[config.mk]
export PLATFORM = sky130hd
export DESIGN_NAME = keypad_scan
export DESIGN_NICKNAME = d
export VERILOG_FILES = /design/src/rtl/keypad_pkg.sv /design/src/rtl/keypad_debounce.sv /design/src/rtl/keypad_scan.sv
export SDC_FILE = /design/constraint.sdc
export NUM_CORES = 1
export LEC_CHECK = 0
export BUFFER_PORTS_ARGS = -buffer_cell sky130_fd_sc_hd__buf_2
export CORE_UTILIZATION = 55
export CTS_BUF_LIST = sky130_fd_sc_hd__clkbuf_2 sky130_fd_sc_hd__clkbuf_4 sky130_fd_sc_hd__clkbuf_8
export CTS_CLUSTER_SIZE = 25
export DETAILED_ROUTE_END_ITERATION = 7
export PLACE_DENSITY = 0.74
export SYNTH_ARGS = -nofsm -noshare
export SYNTH_HDL_FRONTEND = slang
export SYNTH_SLANG_ARGS = --single-unit
[constraint.sdc]
create_clock -name clk -period 7.3 [get_ports clk]
set_clock_uncertainty 0.05 [all_clocks]
set_input_delay 0 -clock clk [delete_from_list [all_inputs] [get_ports clk]]
set_output_delay 0 -clock clk [all_outputs]
set_load 0.05 [all_outputs]
[src/rtl/keypad_pkg.sv]
// Shared types and constants for the 4x4 keypad scanner.
// State, frame-result and key-code definitions used by keypad_scan and keypad_debounce.
package keypad_pkg;

    localparam int CODE_W = 4;
    localparam logic [CODE_W-1:0] KEY_CLEAR = 4'd12;

    typedef enum logic [1:0] {
        ST_IDLE,
        ST_DEBOUNCE,
        ST_HELD,
        ST_RELEASE
    } kp_state_t;

    typedef enum logic [1:0] {
        FR_EMPTY,
        FR_SINGLE,
        FR_MULTI
    } frame_t;

endpackage

[src/rtl/keypad_debounce.sv]
// Frame-level press/release debouncer for the keypad scanner.
// Optional auto-repeat while held is enabled with KEYPAD_REPEAT_EN.
module keypad_debounce
    import keypad_pkg::*;
#(
    parameter int DEBOUNCE     = 4,
    parameter int REPEAT_DELAY = 50,
    parameter int REPEAT_RATE  = 10
) (
    input  logic              clk,
    input  logic              rst,
    input  logic              frame_stb,
    input  frame_t            frame_res,
    input  logic [CODE_W-1:0] frame_code,
    output logic              accept,
    output logic [CODE_W-1:0] accept_code,
    output logic              held
);

    localparam logic [4:0] DEB_N = DEBOUNCE[4:0];

    if (DEBOUNCE < 1 || DEBOUNCE > 15 || REPEAT_DELAY < 1 || REPEAT_RATE < 1) begin : g_bad_param
        $error("keypad_debounce: parameter out of range");
    end

    kp_state_t         state;
    logic [4:0]        cnt;
    logic [CODE_W-1:0] cand;

`ifdef KEYPAD_REPEAT_EN
    localparam logic [15:0] RDLY  = REPEAT_DELAY[15:0];
    localparam logic [15:0] RRATE = REPEAT_RATE[15:0];
    logic [15:0] rep_cnt;
    logic        rep_first;
    logic [15:0] rep_target;
    assign rep_target = rep_first ? RDLY : RRATE;
`endif

    // Accept decision is combinational so key_valid, key_code and q all land on the strobe edge.
    always_comb begin
        accept      = 1'b0;
        accept_code = cand;
        if (frame_stb) begin
            case (state)
                ST_IDLE: begin
                    if (frame_res == FR_SINGLE && DEB_N == 5'd1) begin
                        accept      = 1'b1;
                        accept_code = frame_code;
                    end
                end
                ST_DEBOUNCE: begin
                    if (frame_res == FR_SINGLE && frame_code == cand && cnt + 5'd1 == DEB_N)
                        accept = 1'b1;
                end
`ifdef KEYPAD_REPEAT_EN
                ST_HELD: begin
                    if (frame_res != FR_EMPTY && rep_cnt + 16'd1 == rep_target)
                        accept = 1'b1;
                end
`endif
                default: accept = 1'b0;
            endcase
        end
    end

    always_ff @(posedge clk) begin
        if (rst) begin
            state <= ST_IDLE;
            cnt   <= '0;
            cand  <= '0;
            held  <= 1'b0;
`ifdef KEYPAD_REPEAT_EN
            rep_cnt   <= '0;
            rep_first <= 1'b1;
`endif
        end else if (frame_stb) begin
            case (state)
                ST_IDLE: begin
`ifdef KEYPAD_REPEAT_EN
                    rep_cnt   <= '0;
                    rep_first <= 1'b1;
`endif
                    if (frame_res == FR_SINGLE) begin
                        cand <= frame_code;
                        cnt  <= 5'd1;
                        if (accept) begin
                            state <= ST_HELD;
                            held  <= 1'b1;
                        end else begin
                            state <= ST_DEBOUNCE;
                        end
                    end
                end
                ST_DEBOUNCE: begin
                    if (frame_res == FR_SINGLE) begin
                        if (frame_code == cand) begin
                            if (accept) begin
                                state <= ST_HELD;
                                held  <= 1'b1;
`ifdef KEYPAD_REPEAT_EN
                                rep_cnt   <= '0;
                                rep_first <= 1'b1;
`endif
                            end else begin
                                cnt <= cnt + 5'd1;
                            end
                        end else begin
                            cand <= frame_code;
                            cnt  <= 5'd1;
                        end
                    end else begin
                        state <= ST_IDLE;
                    end
                end
                ST_HELD: begin
                    if (frame_res == FR_EMPTY) begin
                        cnt <= 5'd1;
                        if (DEB_N == 5'd1) begin
                            state <= ST_IDLE;
                            held  <= 1'b0;
                        end else begin
                            state <= ST_RELEASE;
                        end
                    end
`ifdef KEYPAD_REPEAT_EN
                    else if (accept) begin
                        rep_cnt   <= '0;
                        rep_first <= 1'b0;
                    end else begin
                        rep_cnt <= rep_cnt + 16'd1;
                    end
`endif
                end
                ST_RELEASE: begin
                    if (frame_res == FR_EMPTY) begin
                        if (cnt + 5'd1 == DEB_N) begin
                            state <= ST_IDLE;
                            held  <= 1'b0;
                        end else begin
                            cnt <= cnt + 5'd1;
                        end
                    end else begin
                        state <= ST_HELD;
                    end
                end
                default: state <= ST_IDLE;
            endcase
        end
    end

endmodule

[src/rtl/keypad_scan.sv]
// 4x4 active-low keypad scanner with per-frame debounce and a two-digit BCD entry buffer.
// Define KEYPAD_REPEAT_EN to enable auto-repeat while a key is held.
module keypad_scan
    import keypad_pkg::*;
#(
    parameter int SCAN_DIV     = 100_000,
    parameter int DEBOUNCE     = 4,
    parameter int REPEAT_DELAY = 50,
    parameter int REPEAT_RATE  = 10
) (
    input  logic              clk,
    input  logic              rst,
    input  logic [3:0]        col_n,
    output logic [3:0]        row_n,
    output logic [CODE_W-1:0] key_code,
    output logic              key_valid,
    output logic              key_held,
    output logic [7:0]        q
);

    localparam int DIV_W = $clog2(SCAN_DIV);
    localparam logic [DIV_W-1:0] DIV_LAST = DIV_W'(SCAN_DIV - 1);

    if (SCAN_DIV < 4) begin : g_bad_div
        $error("keypad_scan: SCAN_DIV must be at least 4");
    end

    logic [3:0]        col_s1, col_s2;
    logic [DIV_W-1:0]  div;
    logic [1:0]        r;
    logic [1:0]        acc_cnt;
    logic [CODE_W-1:0] acc_code;

    logic              sample, frame_stb;
    logic [3:0]        row_low;
    logic [2:0]        row_hits, hit_sum;
    logic [1:0]        row_col, new_cnt;
    logic [CODE_W-1:0] new_code;
    frame_t            frame_res;
    logic              accept;
    logic [CODE_W-1:0] accept_code;

    assign row_n     = ~(4'b0001 << r);
    assign sample    = (div == DIV_LAST);
    assign frame_stb = sample && (r == 2'd3);
    assign row_low   = ~col_s2;

    // acc_cnt saturates at 2: anything beyond a single press is just MULTI.
    always_comb begin
        row_hits = '0;
        row_col  = '0;
        for (int c = 3; c >= 0; c--) begin
            if (row_low[c]) begin
                row_hits = row_hits + 3'd1;
                row_col  = c[1:0];
            end
        end
        hit_sum  = {1'b0, acc_cnt} + row_hits;
        new_cnt  = (hit_sum >= 3'd2) ? 2'd2 : hit_sum[1:0];
        new_code = (acc_cnt == 2'd0) ? {r, row_col} : acc_code;
        case (new_cnt)
            2'd0:    frame_res = FR_EMPTY;
            2'd1:    frame_res = FR_SINGLE;
            default: frame_res = FR_MULTI;
        endcase
    end

    keypad_debounce #(
        .DEBOUNCE     (DEBOUNCE),
        .REPEAT_DELAY (REPEAT_DELAY),
        .REPEAT_RATE  (REPEAT_RATE)
    ) u_debounce (
        .clk         (clk),
        .rst         (rst),
        .frame_stb   (frame_stb),
        .frame_res   (frame_res),
        .frame_code  (new_code),
        .accept      (accept),
        .accept_code (accept_code),
        .held        (key_held)
    );

    always_ff @(posedge clk) begin
        if (rst) begin
            col_s1    <= 4'hF;
            col_s2    <= 4'hF;
            div       <= '0;
            r         <= '0;
            acc_cnt   <= '0;
            acc_code  <= '0;
            key_code  <= '0;
            key_valid <= 1'b0;
            q         <= 8'h00;
        end else begin
            col_s1    <= col_n;
            col_s2    <= col_s1;
            div       <= sample ? '0 : div + 1'b1;
            key_valid <= accept;
            if (sample) begin
                r <= r + 2'd1;
                if (frame_stb) begin
                    acc_cnt  <= '0;
                    acc_code <= '0;
                end else begin
                    acc_cnt  <= new_cnt;
                    acc_code <= new_code;
                end
            end
            if (accept) begin
                key_code <= accept_code;
                if (accept_code <= 4'd9)
                    q <= {q[3:0], accept_code};
                else if (accept_code == KEY_CLEAR)
                    q <= 8'h00;
            end
        end
    end

endmodule

* Word-level counts from Yosys, hierarchy flattened *
Cells that the tools add are included.
Widths: inputs -> output; s select.

operators by class
  eq/ne operators = 22
  $add $sub $neg = 7
  multiplexer cells = 46
  reduce and logical (&&, ||, !) cells = 16
  bitwise gates (word level) = 2
  order comparisons = 2
  shifts and indexed selects = 1

operator list
  operator               number
  $mux 5                 7
  $mux 2                 14
  $mux 4                 5
  $pmux 5 s4             1
  $add 17x1->17 const B  1
  $eq 17x17->1 const B   1
  $mux 8                 2
  $reduce_and 7->1       2
  $ne 2x1->1 const B     6
  $ne 3x3->1 const B     4
  $mux 1                 10
  $add 3x1->3 const B    3
  $mux 3                 3
  $logic_not 2->1        4
  $not 4->4              2
  $pmux 2 s4             1
  $pmux 4 s2             1
  $eq 2x1->1 const B     3
  $eq 2x2->1 const B     3
  $reduce_and 6->1       1
  $add 5x1->5 const B    1
  $eq 5x3->1 const B     1
  $reduce_and 5->1       1
  $eq 4x4->1             1
  14 further kinds       18

storage, ports and cells
  flip-flop bits (word level) = 58
  word-level logic and storage cells = 109
  output and inout port bits = 18
  input bits = 6

* Logic depth before layout (Yosys ltp) *
  depth after elaboration = 23
  depth in mapped cells = 14
  depth with buffers taken out = 13

* Cells and area by module *
A second synthesis with hierarchy kept.

second synthesis, totals
  cell total of the unflattened synthesis = 316
  area, all modules = 2859.0 µm²

by module, submodules not included
  module           instances  seq. area each (µm²)  area each (µm²)  cells an instance
  keypad_scan      1          920.9                 2087.0           232
  keypad_debounce  1          240.2                 772.0            84

* Least setup slack after synthesis *
No wires, ideal clock.

  path type = register to register
  start point = reg col_s2[2]
  end point = reg q[2]
  setup slack = 3.693 ns
  arrival time = 3.486 ns
  stages on the path, launching flop included = 13
  buffers on the path = 0
  data required time = 7.180 ns
  clock period less this slack = 3.607 ns
  library setup time = 0.070 ns
  path through = dfxtp_1 > inv_1 > ha_1 > xnor2_1 > ha_1 > mux2_2 > fa_1 > xnor3_1 > nor2b_1 > and4_1 > nand3_1 > or3b_1 > a21oi_1

on the way
  word-level cells in the longest chain between the ends = 18
  elaborated cells on any way between the ends = 24

ends and longest elaborated chain
  item                                           RTL line               RTL
  from (decl)                                    keypad_scan.sv:28      logic [3:0] col_s1, col_s2;
  from (signal assigned)                         keypad_scan.sv:96      col_s2 <= col_s1;
  $not 4->4 *                                    keypad_scan.sv:46      assign row_low = ~col_s2;
  $mux 3                                         keypad_scan.sv:53      if (row_low[c]) begin
  $add 3x1->3                                    keypad_scan.sv:54      row_hits = row_hits + 3'd1;
  $mux 3                                         keypad_scan.sv:53
  $add 3x1->3                                    keypad_scan.sv:54
  $mux 3                                         keypad_scan.sv:53
  $add 2x3->3                                    keypad_scan.sv:58      hit_sum = {1'b0, acc_cnt} + row_hits;
  $ge 3x2->1                                     keypad_scan.sv:59      new_cnt = (hit_sum >= 3'd2) ? 2'd2 : hit_sum[1:0];
  $mux 2                                         keypad_scan.sv:59
  $eq 2x1->1 or $logic_not 2->1 (tied branches)  keypad_scan.sv:61      case (new_cnt)
  $pmux 2 s2                                     keypad_scan.sv:61
  $eq 2x1->1                                     keypad_debounce.sv:52  if (frame_res == FR_SINGLE && frame_code == cand && cnt + 5'd1 == DEB_N)
  $logic_and 1x1->1 * (2 in series)              keypad_debounce.sv:52
  $mux 1 *                                       keypad_debounce.sv:52
  $mux 1 *                                       keypad_debounce.sv:44  case (state)
  $mux 1 *                                       keypad_debounce.sv:43  if (frame_stb) begin
  $reduce_and 2->1 (no source line) *            n/a
  to (signal assigned)                           keypad_scan.sv:112     q <= {q[3:0], accept_code};
  to (decl)                                      keypad_scan.sv:18      output logic [7:0] q

Every way passes the cells marked *; elsewhere a longest branch is shown, timed or not.
A chain may end at the register's enable or synchronous reset.

* Final worst setup path *
  start point = reg col_s2[2]
  end point = reg q[4]

Same word-level chain as after synthesis.

==> flow_summary.json <==
{
  "wl_met2_mm": 2.533,
  "status": "completed",
  "drt_pass1_iterations": 4,
  "wire_per_inst_um": 12.43,
  "synth_cell_types": 57,
  "max_freq_mhz": 247.7,
  "drt_iter0_drc": 143,
  "wl_met3_um": 269,
  "fin_cells": 434,
  "crit_path_end_kind": "flip-flop",
  "avgSynthCellArea_sq_um": 8.781,
  "vdd_drop_max_uv": 130.7,
  "gp_congestion": 0.7815,
  "ys_seq_area_frac": 0.3971,
  "finalSetupViolCount": 0,
  "worst_pin_slew_ns": 0.7815,
  "core-area_sq_mm": 0.005107,
  "via_per_inst": 5.495,
  "startpoint": "col_s2[2]",
  "drc_errors": 0,
  "netlist_area_sq_mm": 0.002924,
  "path_clk_slew_ns": 0.06,
  "drtAntennaViolNets": 0,
  "wirelength_met1_mm": 2.532,
  "crit_end": "q[4]",
  "rr_endpoint": "q[4]",
  "synth_seq_cells": 58,
  "hold_violations": 0,
  "synth_nets": 353,
  "yosysWarnings": 0,
  "vias": 2385,
  "die-area_sq_mm": 0.005612,
  "rr_worst_depth": 12,
  "initial_core_util": 0.5725,
  "die_w_um": 74.92,
  "num_antenna_cells": 0,
  "clk_latency_ns": 0.34,
  "place_inst": 414,
  "synth_edf_count": 0,
  "die_h_um": 74.92,
  "cts_buffers": 9,
  "r2r_start": "col_s2[2]",
  "p_leak_nw": 1.321,
  "clock_sinks": 58,
  "gr-total-overflow": 0,
  "drive_gt1_frac": 0.1538,
  "crit_required_ns": 7.54,
  "maxCapViolations": 0,
  "fin_nets": 379,
  "maxUsedRoutingLayer": "met4",
  "hold_class": "in2reg",
  "setup-tns-final_ns": 0,
  "holdWs_ns": 0.1619,
  "cts_tree": "done",
  "synthCells": 333,
  "synth-async-reset-ratio": 0,
  "grt.total_usage": 0.2296,
  "grt_antenna_before_repair": 0,
  "arrival_ns": 4.28,
  "finalCritPeriodShare": 0.5531,
  "path_max_fanout": 10,
  "clock-root-buffer": "clkbuf_8",
  "fin_util": 0.6521,
  "first_global_vias": 2151,
  "std_cell_rows": 26,
  "rsz0062_at_grt": "no",
  "area_delta_synth_final_pct": 13.91,
  "power_density_mw_per_mm2": 204.3,
  "pin_count": 24,
  "clock_path_buffers": 2,
  "relSlewSlack": 0.4790,
  "dp_hpwl_mm": 3.763,
  "rrSetupSlack_ns": 3.26,
  "period_minus_slack_ns": 4.037,
  "synthFlopType": "dfxtp_1",
  "routed_wl_mm": 5.394,
  "grt_max_degree": 47,
  "setup.worst_path.class": "reg2reg",
  "start_kind": "flip-flop",
  "grt_pass1_wl_mm": 9.542,
  "portBuffers": 23,
  "slew_violations": 0,
  "htree_levels": 3
}
-- how the worst min path moves through the flow --
stage | startpoint | endpoint | slack (ns) | cells past startpoint
floorplan | col_n[0] | col_s1[0] | 0.05 | 1
global placement | col_n[0] | col_s1[0] | 0.13 | 2
detailed placement | col_n[3] | col_s1[3] | 0.13 | 2
CTS | rst | u_debounce.accept_code[0] | 0.16 | 2
global route | rst | acc_code[3] | 0.19 | 2
finish | rst | u_debounce.accept_code[0] | 0.16 | 2
-- Yosys cell counts (3+ instances only) --
master    count  area, sq um
or3_1         5        31.28
nand2_1      26        97.59
ha_1         13        162.7
and4_1        3        26.28
xnor2_1       5        43.79
or2_2         9        56.30
a211oi_1      3        22.52
a22o_1        4        35.03
dfxtp_1      58         1161
nand2b_1      7        43.79
nor3_1        6        30.03
nor2_1       37        138.9
mux2i_1       3        30.03
xor2_1       14        122.6
nor4_1        3        18.77
o21ai_0      17        85.08
a21oi_1      20        100.1
nand3_1      15        75.07
and3_1        7        43.79
nor2b_1       7        43.79
inv_1        10        37.54
nand4_1       4        25.02
clkbuf_1      8        30.03
-- kinds of logic after synthesis --
family / Yosys count / share of synthesized area
AOI/OAI and AO/OA: 68 / 0.1570
buffers and inverters: 23 / 0.03552
adders and majority gates: 14 / 0.06247
DFF: 58 / 0.3971
muxes: 4 / 0.01412
xor gates and xnor gates: 20 / 0.06461
and+or+nand+nor: 146 / 0.2691
-- layout make-up --
cell class / instances / area (sq um)
multi-input cells: 252 / 1659
well taps: 70 / 87.58
fillers: 450 / 1777
clock inverters: 5 / 77.57
clock buffers: 11 / 145.1
inverters: 10 / 37.54
flip-flops and latches: 58 / 1161
repair buffers: 28 / 162.7
-- flip-flops by register name (all words and copies together), names as in the netlist --
signal / cells
u_debounce.state: 2
u_debounce.cnt: 5
div: 17
u_debounce.held: 1
q: 8
acc_cnt: 2
key_valid: 1
col_s2: 4
key_code: 4
acc_code: 4
col_s1: 4
u_debounce.accept_code: 4
r: 2
-- metrics by stage --
stage / power [W] / instance area, sq um / setup WS (ns)
2_1_floorplan: 0.0003537 / 2924 / 3.693
3_3_place_gp: 0.0003593 / 3068 / 3.426
3_5_place_dp: 0.0003601 / 3068 / 3.253
4_1_cts: 0.0006901 / 3331 / 3.259
5_1_grt: 0.0007113 / 3331 / 2.953
6_report: 0.0006805 / 3331 / 3.263
-- what timing repair did --
action / in CTS / in global routing
endpoints found under the hold margin: 4 / 0
gates resized for setup: 0 / 0
buffers inserted: 0 / 0
hold buffers: 4 / 0
-- report_power, final --
group / internal [W] / leakage (nW) / total [W] / switching (W)
sequential: 0.000320 / 0.470 / 0.000322 / 0.00000244
combinational: 0.0000134 / 0.739 / 0.0000320 / 0.0000186
clock: 0.000204 / 0.113 / 0.000326 / 0.000122
-- critical path, stage by stage (launching register included) --
cell and delay (ns):
dfxtp_1 0.38, inv_1 0.06, ha_1 0.32, xnor2_1 0.26, ha_1 0.28, mux2_2 0.28, fa_1 0.39, xnor3_1 0.39
nor2b_1 0.40, and4_1 0.28, nand3_1 0.28, nor3b_1 0.43, a22o_1 0.18
-- placed cells by master, fill, tap and decap left out, types with 9 or more instances in the layout --
cell      Yosys  layout
or2_2         9       9
nor2_1       37      37
nand3_1      15      15
dfxtp_1      58      58
clkbuf_8      0      10
a21oi_1      20      20
o21ai_0      17      17
inv_1        10      10
xor2_1       14      14
buf_2         2      23
nand2_1      26      26
ha_1         13      13
-- routing by layer --
metal	global-route usage	up-vias
li1	-	1230
met1	0.2911	1097
met2	0.3483	52
met3	0.09639	6
met4	0.08805	0
met5	0	-
Note: power is estimated with default switching activity, not from simulation.
